==> config.mk <==
export PLATFORM = sky130hd
export DESIGN_NAME = div_sched
export DESIGN_NICKNAME = d
export VERILOG_FILES = /design/src/rtl/div_sched_pkg.sv /design/src/rtl/div_sched_cnt.sv /design/src/rtl/div_sched.sv
export SDC_FILE = /design/constraint.sdc
export NUM_CORES = 1
export LEC_CHECK = 0
export CORE_ASPECT_RATIO = 1.4
export CORE_MARGIN = 4
export CORE_UTILIZATION = 45
export DETAILED_ROUTE_END_ITERATION = 8
export PLACE_DENSITY = 0.64
export SLEW_MARGIN = 40
export SYNTH_ARGS = -nofsm -noshare
export SYNTH_HDL_FRONTEND = slang
export SYNTH_SLANG_ARGS = --single-unit
==> constraint.sdc <==
create_clock -name clk -period 7.2 [get_ports clk]
set_input_delay 1.44 -clock clk [delete_from_list [all_inputs] [get_ports clk]]
set_output_delay 1.44 -clock clk [all_outputs]
set_load 0.05 [all_outputs]
==> src/rtl/div_sched_pkg.sv <==
// div_sched_pkg: shared types and constants for the div_sched divider scheduler.
//   state_t      - scheduler state (IDLE, RUN, DRAIN)
//   CNT_W_DEF    - default ratio/counter width
//   DEF_DIV_DEF  - default ratio loaded at reset
//   half_ceil()  - high-phase length ceil(n/2) of a period of n cycles
package div_sched_pkg;

    localparam int unsigned CNT_W_DEF   = 8;
    localparam int unsigned DEF_DIV_DEF = 5;

    typedef enum logic [1:0] {
        ST_IDLE  = 2'd0,
        ST_RUN   = 2'd1,
        ST_DRAIN = 2'd2
    } state_t;

    // ceil(n/2) written so it cannot overflow for n = 2^32-1
    function automatic int unsigned half_ceil(input int unsigned n);
        return (n / 2) + (n & 32'd1);
    endfunction

endpackage

==> src/rtl/div_sched_cnt.sv <==
// div_sched_cnt: period counter, end-of-period detect and output decode.
// Ports:
//   clk, rst  - clock, synchronous active-high reset
//   run       - 1 while the scheduler is in RUN or DRAIN
//   cur_div   - ratio N currently in effect (1..2^CNT_W-1)
//   cnt       - position within the period, 0..N-1 (0 when not running)
//   at_end    - cnt is at N-1 while running (period boundary next edge)
//   clk_en    - one-cycle strobe on the last cycle of each period
//   clk_div   - divided level, high for the first ceil(N/2) cycles
module div_sched_cnt
    import div_sched_pkg::*;
#(
    parameter int unsigned CNT_W = CNT_W_DEF
) (
    input  logic             clk,
    input  logic             rst,
    input  logic             run,
    input  logic [CNT_W-1:0] cur_div,
    output logic [CNT_W-1:0] cnt,
    output logic             at_end,
    output logic             clk_en,
    output logic             clk_div
);

    logic [CNT_W-1:0] half;

    // Output decode from registers only; nothing here sees module inputs
    // other than the registered run qualifier and ratio.
    always_comb begin
        half    = CNT_W'(half_ceil(32'(cur_div)));
        at_end  = run && (cnt == (cur_div - CNT_W'(1)));
        clk_en  = at_end;
        clk_div = run && (cnt < half);
    end

    // Counter: held at 0 when idle, wraps to 0 at each boundary.
    always_ff @(posedge clk) begin
        if (rst) begin
            cnt <= '0;
        end else if (!run || at_end) begin
            cnt <= '0;
        end else begin
            cnt <= cnt + CNT_W'(1);
        end
    end

endmodule

==> src/rtl/div_sched.sv <==
// div_sched: programmable clock-enable divider scheduler.
// Ratio changes are queued in a one-entry slot and applied only at a period
// boundary, so every clk_en period is exactly the ratio in effect.
// Ports:
//   clk, rst             - clock, synchronous active-high reset
//   enable               - run request (level)
//   req_valid/req_div    - new-ratio request; req_ready = slot free
//   busy                 - scheduler not IDLE
//   clk_en               - strobe on the last cycle of each period
//   clk_div              - divided level, ceil(N/2) high
//   cur_div              - ratio in effect
//   err                  - one-cycle pulse after a ratio-0 request is accepted
// Optional (macro DIV_SCHED_PHASE_EN):
//   phase                - current counter value
//   wrap_cnt             - 16-bit count of clk_en strobes
module div_sched
    import div_sched_pkg::*;
#(
    parameter int unsigned CNT_W   = CNT_W_DEF,
    parameter int unsigned DEF_DIV = DEF_DIV_DEF
) (
    input  logic             clk,
    input  logic             rst,
    input  logic             enable,
    input  logic             req_valid,
    input  logic [CNT_W-1:0] req_div,
    output logic             req_ready,
    output logic             busy,
    output logic             clk_en,
    output logic             clk_div,
    output logic [CNT_W-1:0] cur_div,
    output logic             err
`ifdef DIV_SCHED_PHASE_EN
    ,
    output logic [CNT_W-1:0] phase,
    output logic [15:0]      wrap_cnt
`endif
);

    state_t           state;
    logic             pend_valid;
    logic [CNT_W-1:0] pend_div;
    logic [CNT_W-1:0] cnt;
    logic             at_end;
    logic             run;
    logic             accept;
    logic             req_zero;

    assign run       = (state != ST_IDLE);
    assign busy      = run;
    assign req_ready = !pend_valid;
    assign accept    = req_valid && req_ready;
    assign req_zero  = (req_div == '0);

    div_sched_cnt #(
        .CNT_W   (CNT_W)
    ) u_cnt (
        .clk     (clk),
        .rst     (rst),
        .run     (run),
        .cur_div (cur_div),
        .cnt     (cnt),
        .at_end  (at_end),
        .clk_en  (clk_en),
        .clk_div (clk_div)
    );

    // FSM, pending slot and ratio update.
    always_ff @(posedge clk) begin
        if (rst) begin
            state      <= ST_IDLE;
            cur_div    <= CNT_W'(DEF_DIV);
            pend_valid <= 1'b0;
            pend_div   <= '0;
            err        <= 1'b0;
        end else begin
            err <= accept && req_zero;

            case (state)
                ST_IDLE: begin
                    if (enable) begin
                        state <= ST_RUN;
                    end
                end
                ST_RUN: begin
                    if (!enable) begin
                        state <= ST_DRAIN;
                    end
                end
                ST_DRAIN: begin
                    // Re-enable resumes without restarting the period.
                    if (enable) begin
                        state <= ST_RUN;
                    end else if (at_end) begin
                        state <= ST_IDLE;
                    end
                end
                default: begin
                    state <= ST_IDLE;
                end
            endcase

            if (!run) begin
                // No period in progress: a ratio takes effect at once.
                if (accept && !req_zero) begin
                    cur_div <= req_div;
                end
            end else if (at_end) begin
                // Boundary: pending ratio wins; a request landing on this
                // cycle (slot necessarily empty) applies here too.
                if (pend_valid) begin
                    cur_div <= pend_div;
                end else if (accept && !req_zero) begin
                    cur_div <= req_div;
                end
                pend_valid <= 1'b0;
            end else if (accept && !req_zero) begin
                pend_valid <= 1'b1;
                pend_div   <= req_div;
            end
        end
    end

`ifdef DIV_SCHED_PHASE_EN
    assign phase = cnt;

    // Strobe counter, wraps naturally at 16 bits.
    always_ff @(posedge clk) begin
        if (rst) begin
            wrap_cnt <= '0;
        end else if (clk_en) begin
            wrap_cnt <= wrap_cnt + 16'd1;
        end
    end
`else
    logic cnt_unused;
    assign cnt_unused = ^cnt;
`endif

endmodule

; ---- Word level (Yosys, flattened, before mapping)
; Index checks and enable logic that the tools add are counted.
[word_totals]
output_inout_bits = 13
input_bits = 12
wordCells = 46
register_bits = 28
[classes]
reduce_logical = 17
n_eq_ne = 7
mux = 11
n_addsub = 3
n_bitwise = 1
n_lt_le_gt_ge = 1
[op_table]
columns = operator, n
row1 = 2-to-1 mux 8 bit, 4
row2 = adder 7 x 1 -> 8 bit, 1
row3 = adder 8 x 1 -> 8 bit (second input constant), 1
row4 = equality test 8 bit, 1
row5 = zero test 8 bit, 1
row6 = < comparator 8 bit, 1
row7 = 2-to-1 mux 2 bit, 4
row8 = subtractor 8 x 1 -> 8 bit (second input constant), 1
row9 = inequality test 2 bit (second input constant), 3
row10 = case mux 2 bit (3 select lines), 1
row11 = AND reduction 3 bit, 2
row12 = logical AND 1 bit, 5
row13 = nonzero test 2 bit, 2
row14 = zero test 1 bit, 3
row15 = inequality test 3 x 2 -> 1 bit (second input constant), 1
row16 = equality test 2 x 1 -> 1 bit (second input constant), 1
row17 = equality test 2 bit (second input constant), 1
row18 = zero test 2 bit, 1
row19 = 2-to-1 mux 1 bit, 2
row20 = AND reduction 2 bit, 1
row21 = OR reduction 2 bit, 1
row22 = logical OR 1 bit, 1
row23 = inverter 1 bit, 1

; ---- Depth between registers and ports, before layout
; Gate-level depths: netlist of run 1.
[depth]
ltp_word = 7
depth_mapped = 9
depth_no_buf = 9

; ---- Hierarchy
; A second synthesis of run 1 with hierarchy kept.
[hier_totals]
hier_cells = 207
hier_area_um2 = 1819.2
[by_module_without_submodules]
columns = module, n_inst, cells_each, area_per_inst_um2, seq_area_each_um2
row1 = div_sched, 1, 100, 917.1, 400.4
row2 = div_sched_cnt, 1, 107, 902.1, 160.2

; ---- Worst setup path before layout of run 1
; Ideal clock, no wire load.
[synth_timing]
path_kind = register to output
start = reg cur_div[0]
end = out clk_div
stages_incl_launch_ff = 10
setup_slack_ns = 2.846
t_arrival_ns = 2.914
n_path_buf = 0
required_time_ns = 5.760
path_cell_list = dfxtp_1 -> ha_1 -> ha_1 -> inv_1 -> ha_1 -> a21o_1 -> a21o_1 -> a211oi_1 -> o21bai_1 -> a31oi_1
[synth_between]
elab_chain_len = 3
[synth_rtl]
columns = element, line
row1 = "start, declared", div_sched.sv:31  ; output logic [CNT_W-1:0] cur_div,
row2 = "start signal, assigned", div_sched.sv:72  ; cur_div <= CNT_W'(DEF_DIV);
row3 = "start signal, assigned", div_sched.sv:106  ; cur_div <= req_div;
row4 = "start signal, assigned", div_sched.sv:112  ; cur_div <= pend_div;
row5 = adder 7 x 1 -> 8 bit, div_sched_pkg.sv:19  ; return (n / 2) + (n & 32'd1);
row6 = < comparator 8 bit, div_sched_cnt.sv:33  ; clk_div = run && (cnt < half);
row7 = logical AND 1 bit, div_sched_cnt.sv:33
row8 = "end, declared", div_sched.sv:30  ; output logic clk_div,
; No other way between the ends.

; ---- Final worst setup path of run 1
; Same ends and word-level chain as after synthesis.

==> flow_metrics.tcl, run 1 <==
set metrics [dict create \
    seq_area_frac_synth_pct 32.72 \
    wl_met3_um 133 \
    min_to "pend_div[4]" \
    antenna_cells 0 \
    min_from "pend_div[4]" \
    dp_cells 241 \
    power_density_mw_per_mm2 197.3 \
    reg2regPathDepth 8 \
    nNetsFinal 227 \
    timing_hold_violations_final 0 \
    cts_resized 0 \
    coreArea_sq_mm 0.003676 \
    finalSetupViolCount 0 \
    whs_path_depth 2 \
    fin_crit_sh_pct 63.56 \
    area_growth_pct 17.24 \
    synth-simple-area-share_pct 20.01 \
    clock_latency_ns 0.27 \
    synth_common_cells "dfxtp_1 (28), nand2_1 (15), xnor2_1 (13), ha_1 (11), nand3_1 (11)" \
    htree_levels 1 \
    cap_violations 0 \
    die_w_um 60.14 \
    synthMuxAreaShare_pct 4.091 \
    crit_chain "ha_1 -> ha_1 -> inv_1 -> ha_1 -> a21o_1 -> a21o_1 -> a211oi_1 -> o21bai_1 -> a31oi_1 -> clkdlybuf4s50_1" \
    end_kind "output port" \
    io_buffer_count 24 \
    grt-ovfl-total 0 \
    synth.most_common_cell "dfxtp_1" \
    required_ns 5.76 \
    drc 0 \
    ys_ff_latch 28 \
    wirelength_um 3919 \
    via_per_inst 5.869 \
    worstHoldPathType "flop to flop" \
    synthAdderAreaFrac_pct 8.035 \
    crit_path_max_incr_delay_ns 0.82 \
    grt_antenna_before_repair 0 \
    dr.pass1.iters 4 \
    post_cts_buffers 0 \
    worst_slew_pin_slew_ns 0.7441 \
    grt_max_degree 23 \
    crit_fanout 7 \
    drtIter0Drc 30 \
    reg2reg_from "cur_div[0]" \
    grt_setup_unrepaired "no" \
    fin_crit_ns 4.576 \
    vias 1438 \
    synth_cells 186 \
    r2r_end "cur_div[0]" \
    grt_pass1_wl_um 6499 \
    cts_tree "yes" \
    yosys_warnings 0 \
    ir_drop_mv 0.1294 \
    crit_top_cell "ha_1" \
    place_hpwl_um 3018 \
    grt_use_total_pct 17.25 \
    drv_slew 0 \
    cts_hold_buf 0 \
    tns_ns 0 \
    met1_length_um 1644 \
    initial_core_util_pct 46.60 \
    power.total_w 0.0003963 \
    met2_length_um 2113 \
    gp_congestion 0.8587 \
    power_frac_clock_pct 30.9 \
    synthXorXnorAreaFrac_pct 11.25 \
    rrSetupSlack_ns 4.40 \
    fmax_mhz 218.5 \
    final_cells 245 \
    io_pins 25 \
    synth_top_family_by_area "simple AND/OR/NAND/NOR gates" \
    p_sw_share_pct 29.80 \
    yosys.area.top_type_share_pct 32.72 \
    ys_types 45 \
    crit_arrival_ns 3.14 \
    power_switching_w 0.0001181 \
    intPower_w 0.0002782 \
    skew_ns 0.01157 \
    synth-async-reset-ratio_pct 0 \
    synth_ff_type "dfxtp_1" \
    synth_top_area_cell "dfxtp_1" \
    synth_edf_count 0 \
    ys_top_cells_by_area "dfxtp_1 (33%), ha_1 (8.0%), xnor2_1 (6.6%), xor2_1 (4.6%), mux2i_1 (4.1%)" \
    synth-compound-area-share_pct 18.33 \
    highest_layer "met4" \
    timing_worst_setup_path_type "flop to output port" \
    syn_nets 209 \
    clk_pin_slew_worst_paths_ns 0.09 \
    slew_headroom_pct 50.24 \
    grt_pass1_vias 1432 \
    die_h_um 81 \
    leakagePower_nw 0.8213 \
    clock_path_buffers 2 \
    ant_nets 0 \
    wl_per_cell_um 16.00 \
    cts.sinks 28 \
    dieArea_sq_mm 0.004871 \
    hold_slack_ns 0.4615 \
    cp-start-kind "flop" \
    cts_root_buf "clkbuf_8" \
    status "finished, final reports clean" \
    syn_avg_cell_area_sq_um 9.209 \
    power_frac_comb_pct 25.0 \
    core.rowCount 26 \
    drive_gt1_share_pct 8.867 \
    synth_area_sq_mm 0.001713 \
    cts_made_buffers 3 \
    cp_slowest_cell "clkdlybuf4s50_1" \
    power_frac_seq_pct 44.2 \
]
-- critical path: cells and delay by family (launching register included) --
family / cells / cell delay, ns
AO/OA/AOI/OAI: 5 / 0.82
adder cells (fa/ha/maj): 3 / 0.79
buffers and inverters: 2 / 0.86
flip-flops: 1 / 0.40
-- per-stage QoR --
stage / util [%] / area [sq um] / setup slack [ns]
3_5_place_dp: 52.69 / 1937 / 2.921
2_1_floorplan: - / 1713 / 2.846
6_report: 54.63 / 2008 / 2.624
4_1_cts: 54.63 / 2008 / 2.608
5_1_grt: 54.63 / 2008 / 2.468
3_3_place_gp: 52.69 / 1937 / 2.969
-- flip-flops by register name (all words and copies together) (netlist names) --
register / flops
cur_div: 8
err: 1
pend_div: 8
pend_valid: 1
state: 2
u_cnt.cnt: 8
-- kinds of logic (layout without fill, tap and decap cells) --
| family | Yosys count | after routing |
|---|---|---|
| flops | 28 | 28 |
| fa+ha+maj | 11 | 11 |
| compound gates | 36 | 36 |
| simple gates | 64 | 64 |
| xor+xnor | 22 | 22 |
| mux | 7 | 7 |
| buf+inv | 18 | 35 |
-- placed cells by master, fill, tap and decap left out, drive strengths merged, types with 7 or more instances in the layout --
cell,count
clkdlybuf4s50,24
ha,11
inv,7
mux2i,7
nand2,15
nor3,11
xnor2,13
nor2,10
dfxtp,28
nand3,11
xor2,9
-- metal layers --
metal	up-vias	GRT usage (%)
met5	-	0
met4	0	3.991
met2	32	32.47
li1	710	-
met1	692	19.90
met3	4	2.385
-- power groups by stage --
stage	sequential (W)	clock [W]	combinational, W
floorplan	0.000186	0	0.0000636
global placement	0.000178	0	0.0000975
detailed placement	0.000178	0	0.0000991
CTS	0.000175	0.000125	0.0000997
global route	0.000176	0.000130	0.000107
finish	0.000175	0.000122	0.0000990
-- area by class of cell --
cell class / count / area [sq um]
Clock buffer: 3 / 41.29
Clock inverter: 1 / 30.03
Fill cell: 350 / 1668
Inverter: 7 / 26.28
Multi-Input combinational cell: 140 / 1057
Sequential cell: 28 / 560.5
Tap cell: 42 / 52.55
Timing Repair Buffer: 24 / 240.2
-- worst max-delay path by stage --
stage | from | end
after detailed placement | cur_div[0] | clk_div
after global placement | cur_div[0] | clk_div
after CTS | cur_div[0] | clk_div
after floorplan | cur_div[0] | clk_div
after global routing | cur_div[0] | clk_div
final | cur_div[0] | clk_div
(Power assumes the default switching activity.)
==> inputs of run 2 (changes only) <==
Settings changed: PLACE_DENSITY 0.64 to 0.67.
Clock period 7.2 ns to 3.98 ns, I/O delays scaled along.
==> run 2 against run 1 <==
Global-route usage is 0.61 points higher. First-iteration DRC count increased by 120%. Critical path depth shrank 2. Total power up 69%. Count of clock-buffer cells in the layout is 1 higher. Setup slack got worse by 2.4 ns. Via count barely moved. Design area decreased by 0.56%. Sequential share of layout area grew 0.16 points. Critical path type unchanged. Critical endpoint is now clk_en. Highest routed layer unchanged.
==> flow_metrics.tcl, run 2 (synthesis results as in run 1) <==
set metrics [dict create \
    status "finished, final reports clean" \
    place_hpwl_um 2931 \
    fill_cells 362 \
    ir_drop_mv 0.1706 \
    antenna_cells 0 \
    grt_use_total_pct 17.86 \
    io_pins 25 \
    wl_met3_um 123 \
    drive_gt1_share_pct 9.804 \
    clock_latency_ns 0.27 \
    clk_pin_slew_worst_paths_ns 0.09 \
    grt_setup_unrepaired "no" \
    drv_slew 0 \
    reg2regPathDepth 8 \
    r2r_end "cur_div[0]" \
    rrSetupSlack_ns 1.21 \
    io_buffer_count 24 \
    dr.pass1.iters 4 \
    min_to "pend_div[4]" \
    timing_worst_setup_path_type "flop to output port" \
    skew_ns 0.003265 \
    leakagePower_nw 0.8207 \
    layout.cells.most_common "dfxtp_1" \
    gp_congestion 0.8449 \
    met2_length_um 2014 \
    nNetsFinal 228 \
    dieArea_sq_mm 0.004871 \
    min_from "pend_div[4]" \
    coreArea_sq_mm 0.003676 \
    clock_path_buffers 2 \
    worst_slew_pin_slew_ns 0.7319 \
    cts_tree "yes" \
    grt_pass1_vias 1433 \
    cap_violations 0 \
    cts_hold_buf 0 \
    cts.sinks 28 \
    via_per_inst 5.841 \
    highest_layer "met4" \
    whs_path_depth 2 \
    wl_per_cell_um 15.58 \
    required_ns 3.18 \
    slew_headroom_pct 51.05 \
    area_growth_pct 16.58 \
    crit_fanout 7 \
    initial_core_util_pct 46.60 \
    timing_hold_violations_final 0 \
    die_h_um 81 \
    die_w_um 60.14 \
    cts_root_buf "clkbuf_8" \
    grt_antenna_before_repair 0 \
    worstHoldPathType "flop to flop" \
    fin_crit_sh_pct 95.45 \
    ant_nets 0 \
    post_cts_buffers 0 \
    fmax_mhz 263.2 \
    cts_resized 0 \
    fin_crit_ns 3.799 \
    drtIter0Drc 67 \
    htree_levels 1 \
    wirelength_um 3833 \
    end_kind "output port" \
    vias 1437 \
    drc 0 \
    crit_path_max_incr_delay_ns 0.82 \
    tns_ns 0 \
    reg_top3 "cur_div x8, pend_div x8, u_cnt.cnt x8" \
    met1_length_um 1633 \
    grt_max_degree 23 \
    crit_chain "inv_1 -> ha_1 -> o21ba_1 -> a221o_1 -> a22oi_2 -> nand4_1 -> nor2_1 -> clkdlybuf4s50_1" \
    core.rowCount 26 \
    finalSetupViolCount 0 \
    final_cell_mix "dfxtp_1 (28), clkdlybuf4s50_1 (23), nand2_1 (15)" \
    grt-ovfl-total 0 \
    cp_slowest_cell "clkdlybuf4s50_1" \
    cts_made_buffers 3 \
    grt_pass1_wl_um 6651 \
    power_density_mw_per_mm2 336.3 \
    reg2reg_from "cur_div[0]" \
    postLayoutCoreUtil_pct 54.32 \
    crit_arrival_ns 3.00 \
    cp-start-kind "flop" \
]
run 2: worst max-delay path, delay by kind of cell, from the launching register on:
kind                       cells  cell delay (ns)
DFF                            1             0.47
AOI/OAI and AO/OA              3             0.76
buffers and inverters          2             0.92
adders and majority gates      1             0.27
and+or+nand+nor                2             0.30
run 2: report_power, final:
part / total, W / leakage, nW / internal (W) / switching [W]
registers: 0.000316 / 0.228 / 0.000294 / 0.0000221
clock network: 0.000178 / 0.0288 / 0.0000886 / 0.0000889
logic: 0.000178 / 0.564 / 0.0000752 / 0.000103
total: 0.000672 / 0.821 / 0.000458 / 0.000214
run 2: cell type report:
type                    count  area, sq um  share of cell area, %
well taps                  42        52.55                  2.632
clock buffers               4        55.05                  2.757
inverters                   7        26.28                  1.316
flip-flops and latches     28        560.5                  28.07
repair buffers             25        245.2                  12.28
multi-input cells         140         1057                  52.94
run 2: worst max path at each step:
stage,start,endpoint,slack (ns)
2_1_floorplan,cur_div[0],clk_div,0.27
3_3_place_gp,cur_div[0],clk_en,0.55
3_5_place_dp,cur_div[0],clk_en,0.50
4_1_cts,cur_div[0],clk_en,0.17
5_1_grt,cur_div[0],clk_en,0.01
6_report,cur_div[0],clk_en,0.18
run 2: routing by layer:
metal,vias up,GRT usage [%]
met5,-,0
met4,0,6.652
met3,4,1.908
met2,28,31.17
met1,690,22.01
li1,715,-
run 2: metrics by stage:
step	cells	instance area, sq um	worst slack (ns)	hold WS, ns	power, W
after global routing	246	1997	0.01018	0.4987	0.0007105
after global placement	242	1942	0.5523	0.4422	0.0004984
after floorplan	186	1713	0.2696	0.4344	0.0004521
after CTS	246	1997	0.1733	0.4677	0.0006823
final	246	1997	0.1811	0.4644	0.0006716
after detailed placement	242	1942	0.5020	0.4526	0.0005015
==> inputs of run 3 (changes only) <==
Settings changed: CTS_CLUSTER_DIAMETER set to 150.
==> results of run 3 <==
No change in the layout: final DEF, timing and power equal those of run 2.
